==> src/rtl/viterbi_pkg.sv <==
// Shared constants and types for the Viterbi output-selection stage.
// Latency: n/a (declarations only).
// Backpressure: n/a.
package viterbi_pkg;

    localparam int NUM_STATES  = 4;
    localparam int PM_W        = 7;
    localparam int SURV_W      = 8;
    localparam int NORM_THRESH = 64;

    // Index of one trellis state (00..11).
    typedef logic [$clog2(NUM_STATES)-1:0] state_idx_t;

endpackage

==> src/rtl/viterbi_bit_fifo.sv <==
// Single-bit FIFO holding decoded bits, with a sticky overflow flag.
// Latency: push at edge n is visible on head_o/empty_o after edge n; no bypass.
// Backpressure: push on full without a pop is dropped and sets overflow_o.
//
// Ports: clk, rst (async, active-high); push_i/push_dat_i write side;
//        pop_i read strobe (ignored when empty); head_o oldest bit (0 when
//        empty); full_o, empty_o status; overflow_o sticky drop flag.
module viterbi_bit_fifo #(
    parameter int DEPTH = 4
) (
    input  logic clk,
    input  logic rst,
    input  logic push_i,
    input  logic push_dat_i,
    input  logic pop_i,
    output logic head_o,
    output logic full_o,
    output logic empty_o,
    output logic overflow_o
);

    localparam int AW = $clog2(DEPTH);
    localparam int PW = AW + 1;

    logic [DEPTH-1:0] mem_q,      mem_d;
    logic [PW-1:0]    wr_ptr_q,   wr_ptr_d;
    logic [PW-1:0]    rd_ptr_q,   rd_ptr_d;
    logic             overflow_q, overflow_d;

    logic do_pop;
    logic do_push;

    // Extra pointer MSB distinguishes full from empty when the index bits match.
    assign empty_o = (wr_ptr_q == rd_ptr_q);
    assign full_o  = (wr_ptr_q[AW] != rd_ptr_q[AW]) &&
                     (wr_ptr_q[AW-1:0] == rd_ptr_q[AW-1:0]);

    // A pop on full frees the slot the simultaneous push needs.
    assign do_pop  = pop_i && !empty_o;
    assign do_push = push_i && (!full_o || do_pop);

    always_comb begin
        mem_d      = mem_q;
        wr_ptr_d   = wr_ptr_q;
        rd_ptr_d   = rd_ptr_q;
        overflow_d = overflow_q;
        if (do_push) begin
            mem_d[wr_ptr_q[AW-1:0]] = push_dat_i;
            wr_ptr_d                = wr_ptr_q + PW'(1);
        end
        if (do_pop) begin
            rd_ptr_d = rd_ptr_q + PW'(1);
        end
        if (push_i && !do_push) begin
            overflow_d = 1'b1;
        end
    end

    always_ff @(posedge clk or posedge rst) begin
        if (rst) begin
            mem_q      <= '0;
            wr_ptr_q   <= '0;
            rd_ptr_q   <= '0;
            overflow_q <= 1'b0;
        end else begin
            mem_q      <= mem_d;
            wr_ptr_q   <= wr_ptr_d;
            rd_ptr_q   <= rd_ptr_d;
            overflow_q <= overflow_d;
        end
    end

    assign head_o     = empty_o ? 1'b0 : mem_q[rd_ptr_q[AW-1:0]];
    assign overflow_o = overflow_q;

endmodule

==> src/rtl/viterbi_out_sel.sv <==
// Picks the minimum-metric trellis state each step and emits its oldest survivor bit.
// Latency: in_valid edge n -> FIFO write edge n+1 -> out_valid after n+1 (if empty).
// Backpressure: out_valid/out_ready; bits arriving on a full FIFO are dropped (sticky overflow).
//
// Ports: clk, rst (async, active-high); in_valid, pm_0..pm_3, surv_0..surv_3
//        trellis step input; out_valid/out_ready/out_bit decoded stream;
//        best_state, pm_min registered winner; overflow sticky drop flag;
//        norm_req metric-normalisation request (only with VITERBI_PM_NORM_EN).
// Optional feature macro: VITERBI_PM_NORM_EN.
module viterbi_out_sel
    import viterbi_pkg::*;
#(
    parameter int FIFO_DEPTH = 4,
    parameter int WARMUP     = 7
) (
    input  logic              clk,
    input  logic              rst,
    input  logic              in_valid,
    input  logic [PM_W-1:0]   pm_0,
    input  logic [PM_W-1:0]   pm_1,
    input  logic [PM_W-1:0]   pm_2,
    input  logic [PM_W-1:0]   pm_3,
    input  logic [SURV_W-1:0] surv_0,
    input  logic [SURV_W-1:0] surv_1,
    input  logic [SURV_W-1:0] surv_2,
    input  logic [SURV_W-1:0] surv_3,
    output logic              out_valid,
    input  logic              out_ready,
    output logic              out_bit,
    output logic [1:0]        best_state,
    output logic [PM_W-1:0]   pm_min,
    output logic              overflow
`ifdef VITERBI_PM_NORM_EN
    ,
    output logic              norm_req
`endif
);

    localparam int CNT_W = (WARMUP > 0) ? $clog2(WARMUP + 1) : 1;
    localparam logic [CNT_W-1:0] WARM_MAX = CNT_W'(WARMUP);

    logic [PM_W-1:0]   pm_arr   [NUM_STATES];
    logic [SURV_W-1:0] surv_arr [NUM_STATES];

    state_idx_t      sel_idx;
    logic [PM_W-1:0] sel_pm;
    logic            sel_bit;

    state_idx_t      best_state_q, best_state_d;
    logic [PM_W-1:0] pm_min_q,     pm_min_d;
    logic            dec_q,        dec_d;
    logic            s1_vld_q,     s1_vld_d;
    logic [CNT_W-1:0] warm_q,      warm_d;

    logic fifo_full;
    logic fifo_empty;

    // Only the oldest survivor bit feeds the decision; the rest is consumed upstream.
    logic unused_surv;
    assign unused_surv = ^{surv_0[SURV_W-2:0], surv_1[SURV_W-2:0],
                           surv_2[SURV_W-2:0], surv_3[SURV_W-2:0], fifo_full};

    assign pm_arr[0]   = pm_0;
    assign pm_arr[1]   = pm_1;
    assign pm_arr[2]   = pm_2;
    assign pm_arr[3]   = pm_3;
    assign surv_arr[0] = surv_0;
    assign surv_arr[1] = surv_1;
    assign surv_arr[2] = surv_2;
    assign surv_arr[3] = surv_3;

    // Strict less-than keeps the earlier (lower-index) state on ties.
    always_comb begin
        sel_idx = '0;
        sel_pm  = pm_arr[0];
        for (int i = 1; i < NUM_STATES; i++) begin
            if (pm_arr[i] < sel_pm) begin
                sel_pm  = pm_arr[i];
                sel_idx = state_idx_t'(i);
            end
        end
        sel_bit = surv_arr[sel_idx][SURV_W-1];
    end

    // S1: capture the winner. The bit is kept only once the warmup count has
    // saturated, so the first WARMUP accepted steps never reach the FIFO.
    always_comb begin
        best_state_d = best_state_q;
        pm_min_d     = pm_min_q;
        dec_d        = dec_q;
        s1_vld_d     = 1'b0;
        warm_d       = warm_q;
        if (in_valid) begin
            best_state_d = sel_idx;
            pm_min_d     = sel_pm;
            dec_d        = sel_bit;
            s1_vld_d     = (warm_q == WARM_MAX);
            if (warm_q != WARM_MAX) begin
                warm_d = warm_q + CNT_W'(1);
            end
        end
    end

    always_ff @(posedge clk or posedge rst) begin
        if (rst) begin
            best_state_q <= '0;
            pm_min_q     <= '0;
            dec_q        <= 1'b0;
            s1_vld_q     <= 1'b0;
            warm_q       <= '0;
        end else begin
            best_state_q <= best_state_d;
            pm_min_q     <= pm_min_d;
            dec_q        <= dec_d;
            s1_vld_q     <= s1_vld_d;
            warm_q       <= warm_d;
        end
    end

    viterbi_bit_fifo #(
        .DEPTH (FIFO_DEPTH)
    ) u_fifo (
        .clk        (clk),
        .rst        (rst),
        .push_i     (s1_vld_q),
        .push_dat_i (dec_q),
        .pop_i      (out_ready),
        .head_o     (out_bit),
        .full_o     (fifo_full),
        .empty_o    (fifo_empty),
        .overflow_o (overflow)
    );

    assign out_valid  = !fifo_empty;
    assign best_state = best_state_q;
    assign pm_min     = pm_min_q;

`ifdef VITERBI_PM_NORM_EN
    // Registered off pm_min so the request follows the captured winner by one edge.
    logic norm_req_q, norm_req_d;

    always_comb begin
        norm_req_d = (pm_min_q >= PM_W'(NORM_THRESH));
    end

    always_ff @(posedge clk or posedge rst) begin
        if (rst) begin
            norm_req_q <= 1'b0;
        end else begin
            norm_req_q <= norm_req_d;
        end
    end

    assign norm_req = norm_req_q;
`endif

endmodule

==> config.mk <==
export PLATFORM = sky130hd
export DESIGN_NAME = viterbi_out_sel
export DESIGN_NICKNAME = d
export VERILOG_FILES = /design/src/rtl/viterbi_pkg.sv /design/src/rtl/viterbi_bit_fifo.sv /design/src/rtl/viterbi_out_sel.sv
export SDC_FILE = /design/constraint.sdc
export NUM_CORES = 1
export LEC_CHECK = 0
export BUFFER_PORTS_ARGS = -buffer_cell sky130_fd_sc_hd__buf_2
export CAP_MARGIN = 20
export CORE_ASPECT_RATIO = 0.5
export CORE_MARGIN = 1
export CORE_UTILIZATION = 45
export DETAILED_ROUTE_END_ITERATION = 8
export GPL_TIMING_DRIVEN = 0
export PLACE_DENSITY = 0.78
export SLEW_MARGIN = 25
export SYNTH_ARGS = -nofsm -noshare
export SYNTH_HDL_FRONTEND = slang
export SYNTH_SLANG_ARGS = --single-unit
==> constraint.sdc <==
create_clock -name clk -period 2.2 [get_ports clk]
set_input_delay 0.44 -clock clk [delete_from_list [all_inputs] [get_ports clk]]
set_output_delay 0.44 -clock clk [all_outputs]
set_load 0.02 [all_outputs]
# ---- After elaboration in Yosys (flattened, before gate mapping)
# Cells that the tools add are included.
dict set report word_totals {
  regBits 25
  inputBits 64
  output_inout_bits 12
  elab_cells 51
}
dict set report classes {
  n_addsub 3
  magnitude_cmp 7
  eq_ne 5
  mux 16
  bitwise_logic 1
  n_reduce_logical 10
}
# op count
set ops {}
lappend ops {{less-than comparator 7 bit} 3}
lappend ops {{two-way mux 7 bit} 3}
lappend ops {{binary-select mux 8 bit (select 2 bit)} 1}
lappend ops {{two-way mux 8 bit} 2}
lappend ops {{adder 3 x 1 -> 3 bit, second input constant} 3}
lappend ops {{less-than comparator 2 x 3 -> 1 bit, second input constant} 2}
lappend ops {{logical AND 1 bit} 5}
lappend ops {{two-way mux 1 bit} 5}
lappend ops {{bitwise mux 4 bit} 1}
lappend ops {{two-way mux 2 bit} 2}
lappend ops {{equality test 3 bit} 1}
lappend ops {{equality test 3 bit, second input constant} 1}
lappend ops {{>= comparator 3 bit, second input constant} 1}
lappend ops {{zero test 1 bit} 3}
lappend ops {{inequality test 3 bit, second input constant} 1}
lappend ops {{NOT 2 -> 3 bit} 1}
lappend ops {{binary-select mux 1 bit (select 2 bit)} 1}
lappend ops {{demux 1 bit (select 2 bit)} 1}
lappend ops {{equality test 2 bit} 1}
lappend ops {{>= comparator 2 x 1 -> 1 bit, second input constant} 1}
lappend ops {{AND reduction 2 bit} 1}
lappend ops {{logical OR 1 bit} 1}
lappend ops {{inequality test 1 bit} 1}

# ---- Depth between registers and ports, before layout
dict set report depth {
  depth_word 10
  depth_mapped 23
  depth_no_buf 20
}

# ---- Cells and area by module
# A second synthesis with hierarchy kept.
dict set report unflattened {
  hier_cells 219
  hier_area_um2 2080.7
}
# module n_inst cells_per_inst area_per_inst_um2 seq_area_each_um2
set by_module_without_submodules {}
lappend by_module_without_submodules {viterbi_out_sel 1 168 1392.6 350.3}
lappend by_module_without_submodules {viterbi_bit_fifo 1 51 688.2 275.3}

# ---- Least setup slack after synthesis
# Ideal clock, no wire load.
dict set report synth_path {
  path_type {input port to flip-flop}
  start {input pm_0[2]}
  end {register dec_q}
  setup_time_ps 134
  t_arrival_ps 4278
  required_ps 2066
  path_slack_ps -2212
  stages 23
  path_buffers 3
  cell_sequence {inv_1 ha_1 a21oi_2 o21ai_2 a21oi_4 buf_6 mux2i_1 ha_1 a221oi_1 nor3_1 mux2i_1 nand2_1 buf_2 o21ai_0 ha_1 a21oi_1 nor2b_1 o21ai_0 nand2b_1 nor2b_1 clkbuf_1 o21a_4 o211ai_1}
}
dict set report synth_via {
  elab_chain_len 10
  word_cells_on_any_way 12
  classes_between {order compare: 3; mux: 8; bitwise: 1}
}
# element line_no
set synth_lines {}
lappend synth_lines {{start: declaration} viterbi_out_sel.sv:19} ;# input logic [PM_W-1:0] pm_0,
lappend synth_lines {{less-than comparator 7 bit} viterbi_out_sel.sv:77} ;# if (pm_arr[i] < sel_pm) begin
lappend synth_lines {{two-way mux 7 bit} viterbi_out_sel.sv:77}
lappend synth_lines {{less-than comparator 7 bit} viterbi_out_sel.sv:77}
lappend synth_lines {{two-way mux 7 bit} viterbi_out_sel.sv:77}
lappend synth_lines {{less-than comparator 7 bit} viterbi_out_sel.sv:77}
lappend synth_lines {{two-way mux 2 bit (*)} viterbi_out_sel.sv:77}
lappend synth_lines {{NOT 2 -> 3 bit (implied by the code) (*)} viterbi_out_sel.sv:82} ;# sel_bit = surv_arr[sel_idx][SURV_W-1];
lappend synth_lines {{binary-select mux 8 bit (select 2 bit) (*)} viterbi_out_sel.sv:82}
lappend synth_lines {{two-way mux 8 bit (implied by the code) (*) (2 in a row)} viterbi_out_sel.sv:82}
lappend synth_lines {{end signal: assignment} viterbi_out_sel.sv:108} ;# dec_q <= 1'b0;
lappend synth_lines {{end signal: assignment} viterbi_out_sel.sv:114} ;# dec_q <= dec_d;
lappend synth_lines {{end: declaration} viterbi_out_sel.sv:51} ;# logic dec_q, dec_d;
# Mark *: on every way between the ends. The rest lies on a longest branch, timed or not. The select of a mux whose other input is x is not followed.
# A chain may end at the register's enable or synchronous reset.

# ---- Worst setup path after layout
dict set report layout_path {
  start {input pm_0[2]}
  end {register pm_min_q[4], in the netlist pm_min[4]}
}
dict set report layout_via {
  elab_chain_len 6
}
# element line_no
set layout_lines {}
lappend layout_lines {{less-than comparator 7 bit} viterbi_out_sel.sv:77}
lappend layout_lines {{two-way mux 7 bit (*)} viterbi_out_sel.sv:77}
lappend layout_lines {{less-than comparator 7 bit} viterbi_out_sel.sv:77}
lappend layout_lines {{two-way mux 7 bit (*)} viterbi_out_sel.sv:77}
lappend layout_lines {{less-than comparator 7 bit} viterbi_out_sel.sv:77}
lappend layout_lines {{two-way mux 7 bit (*)} viterbi_out_sel.sv:77}
lappend layout_lines {{end signal: assignment} viterbi_out_sel.sv:113} ;# pm_min_q <= pm_min_d;
lappend layout_lines {{end: declaration} viterbi_out_sel.sv:50} ;# logic [PM_W-1:0] pm_min_q, pm_min_d;
# Mark *: on every way between the ends. The rest lies on a longest branch, timed or not.

==> impl_metrics.csv <==
group,metric,value,unit
run_status,outcome,"finished with violations",
run_status,violations,"negative setup slack",
routing,routed_via_density,5.60,
floorplan,rows,16,
floorplan,dieArea,4740,um^2
synth,synth_ff_type,"dfrtp_1",
routing,ant_nets,0,
place,preCtsSetupSlack,-2.68,ns
synth,syn_area,2000,um^2
global_route,grt_pass1_vias,1899,
timing,max_freq,0.251,GHz
timing,rsz0062_at_grt,"true",
timing,fin_crit,3.98,ns
setup_path,cp-start-kind,"input port",
routing,first_pass_iters,4,
synth,synth_warnings,0,
floorplan,coreArea,4080,um^2
layout,syn2layout_area_growth,44.7,%
synth,synthTopCellsByArea,"dfrtp_1 31%, ha_1 15%, mux2i_1 4.5%, o21ai_0 4.5%, mux2_2 4.5%",
place,io_buffers,47,
cts,htree_num_levels,1,
cts,cts_root_buf,"clkbuf_8",
cts,clock_latency,0.27,ns
cts,cts_sinks,25,
routing,routed-wl-met2,2760,um
timing,skew,0.00539,ns
setup_path,crit_slowest_cell,"mux2_4",
routing,wl_met1,2220,um
global_route,grt_remaining_overflow,0,
setup_path,path_cells,"buf_6 > clkinvlp_4 > ha_4 > a21oi_4 > o21ai_2 > a21oi_4 > buf_8 > mux2i_4 > ha_4 > a221oi_4 > nor3_2 > mux2_4 > o21ai_4 > o21ai_2 > ha_1 > a21oi_2 > nor2b_1 > o21ai_1 > nand2b_1 > nor2b_4 > buf_12 > o2111ai_1 > o211ai_1",
run,maxCapViolCount,0,
floorplan,die_h,49.2,um
layout,utilization,71.0,%
cts,postCtsHoldBufs,0,
timing,slew_violations,0,
cts,clk_pin_slew,0.09,ns
layout,nets,371,
routing,drtIter0Drc,71,
synth,syn_inst,208,
synth,ys_seq_area_share,31.2,%
timing,setup_viol,10,
timing,tightest_slew,0.869,ns
global_route,grt_max_degree,26,
synth,synth_top_area_share,31.2,%
power,p_per_area,826,nW/um^2
synth,yosysTopAreaCell,"dfrtp_1",
routing,routed.top_layer,"met4",
setup_path,end_kind,"flip-flop",
setup_path,critPathMaxStageDelay,0.33,ns
setup_path,cp.arrival,4.17,ns
synth,async_reset_ff_share,100,%
cts,cts_tree,"yes",
setup_path,worstPathRequired,2.39,ns
routing,wl_per_cell,15.6,um
floorplan,die_x,96.4,um
synth,yosysUniqueCellTypes,41,
routing,num_vias,1882,
floorplan,io_pins,76,
setup_path,crit_fanout,8,
synth,synth_edf_count,0,
power,peakVddDrop,0.000315,V
setup_path,crit_type,"in -> reg",
min_path,hold_path_class,"in -> async",
place,routabilityCongestion,0.843,
synth,synth-seq-cells,25,
global_route,grt_pass1_wl,8330,um
timing,fin_ws,-1.78,ns
global_route,antenna_found_initial,0,
routing,finalWirelength,5250,um
cts,clockBufferDepth,2,
place,dpl.hpwl,3510,um
floorplan,start_util,49.1,%
timing,slew_headroom,41.7,%
synth,avgSynthCellArea,9.64,um^2
routing,route.met3.wl,192,um
layout,drive_above_1_share,49.6,%
synth,synth.most_common_cell,"dfrtp_1",
timing,final-hold-violation-count,0,
routing,drc,0,
global_route,grt_use_total,22.9,%
timing,period_share,181,%
layout,diodes,0,
power,p_leak,1.28,nW
synth,ys_top_cells_by_count,"25 x dfrtp_1, 24 x ha_1, 18 x o21ai_0, 16 x nand2_1, 12 x o211ai_1",
synth,synthesis.nets,296,
cts,cts_inserted_buffers,3,
[state kept, by name, summed over array words and instances (netlist names)]
name               cells
best_state             2
dec_q                  1
pm_min                 7
s1_vld_q               1
u_fifo.mem_q           4
u_fifo.overflow_o      1
u_fifo.rd_ptr_q        3
u_fifo.wr_ptr_q        3
warm_q                 3
[report_power, final]
| group | internal [mW] | total, mW | leakage, nW | switching (mW) |
|---|---|---|---|---|
| clock network | 0.129 | 0.279 | 0.0217 | 0.150 |
| registers | 0.642 | 0.785 | 0.303 | 0.143 |
| logic | 0.655 | 1.33 | 0.955 | 0.677 |
| total | 1.43 | 2.40 | 1.28 | 0.970 |
[cells in the final DEF (no fill, tap or decap), types with 5 or more instances in the layout]
master | synthesis | layout
inv_1 | 11 | 7
buf_4 | 0 | 24
nand2_1 | 16 | 13
buf_6 | 2 | 5
ha_1 | 24 | 16
nand2b_1 | 10 | 10
buf_2 | 1 | 43
dfrtp_1 | 25 | 25
o211ai_1 | 12 | 12
o2111ai_1 | 7 | 6
o21ai_2 | 2 | 11
ha_4 | 0 | 7
o21ai_1 | 2 | 5
mux2_2 | 8 | 7
xnor2_1 | 7 | 7
o21ai_0 | 18 | 5
nor2_1 | 8 | 7
[final timing paths]
| kind | start | end | slack (ns) | cells past startpoint |
|---|---|---|---|---|
| max in group asynchronous | rst | u_fifo.mem_q[3] | 1.57 | 2 |
| min in group clk | out_ready | u_fifo.rd_ptr_q[2] | 0.45 | 3 |
| max reg2reg | u_fifo.wr_ptr_q[1] | u_fifo.mem_q[3] | 0.39 | 7 |
| max | pm_0[2] | pm_min[4] | -1.78 | 23 |
| min reg2reg | u_fifo.overflow_o | u_fifo.overflow_o | 0.45 | 1 |
| min | rst | warm_q[2] | 0.23 | 2 |
[repair_timing]
action,in CTS,in global routing
resized for setup,48,16
pin swaps,21,11
endpoints found under the setup margin,10,10
buffers inserted,19,5
[layer usage]
| metal | global-route usage, % | up-vias |
|---|---|---|
| li1 | - | 924 |
| met1 | 26.9 | 890 |
| met2 | 43.0 | 58 |
| met5 | 0 | - |
| met3 | 3.58 | 10 |
| met4 | 6.37 | 0 |
[critical path: cells and delay by family]
family	cells	cell delay, ns
buffers and inverters	4	0.49
multiplexers	2	0.60
AO/OA/AOI/OAI	10	1.35
AND/OR/NAND/NOR	4	0.47
adder cells (fa/ha/maj)	3	0.80
[cell type report]
cell class	instances	area, um^2
Buffer	7	52.6
Clock buffer	3	41.3
Clock inverter	1	7.51
Fill cell	296	1180
Inverter	11	45.0
Multi-Input combinational cell	164	1610
Sequential cell	25	626
Tap cell	54	67.6
Timing Repair Buffer	71	449
[cells by family (layout without fill, tap and decap cells)]
family,after synthesis,after routing,synth area share (%)
AND/OR/NAND/NOR,48,48,12.0
buffers and inverters,19,93,4.37
multiplexers,18,18,10.1
flip-flops,25,25,31.2
AO/OA/AOI/OAI,66,66,23.8
adder cells (fa/ha/maj),24,24,15.0
XOR/XNOR,8,8,3.50
[per-stage QoR]
step / hold slack [ns] / TNS (ns) / cell area [um^2] / power, mW / instances
global placement: 0.441 / -24.81 / 2350 / 1.83 / 309
detailed placement: 0.439 / -26.22 / 2350 / 1.89 / 309
finish: 0.226 / -17.47 / 2900 / 2.40 / 336
floorplan: 0.442 / -18.97 / 2050 / 1.59 / 208
CTS: 0.392 / -16.55 / 2770 / 2.33 / 331
global route: 0.285 / -19.25 / 2900 / 2.59 / 336
No activity file was read; power rests on OpenSTA's default activity.
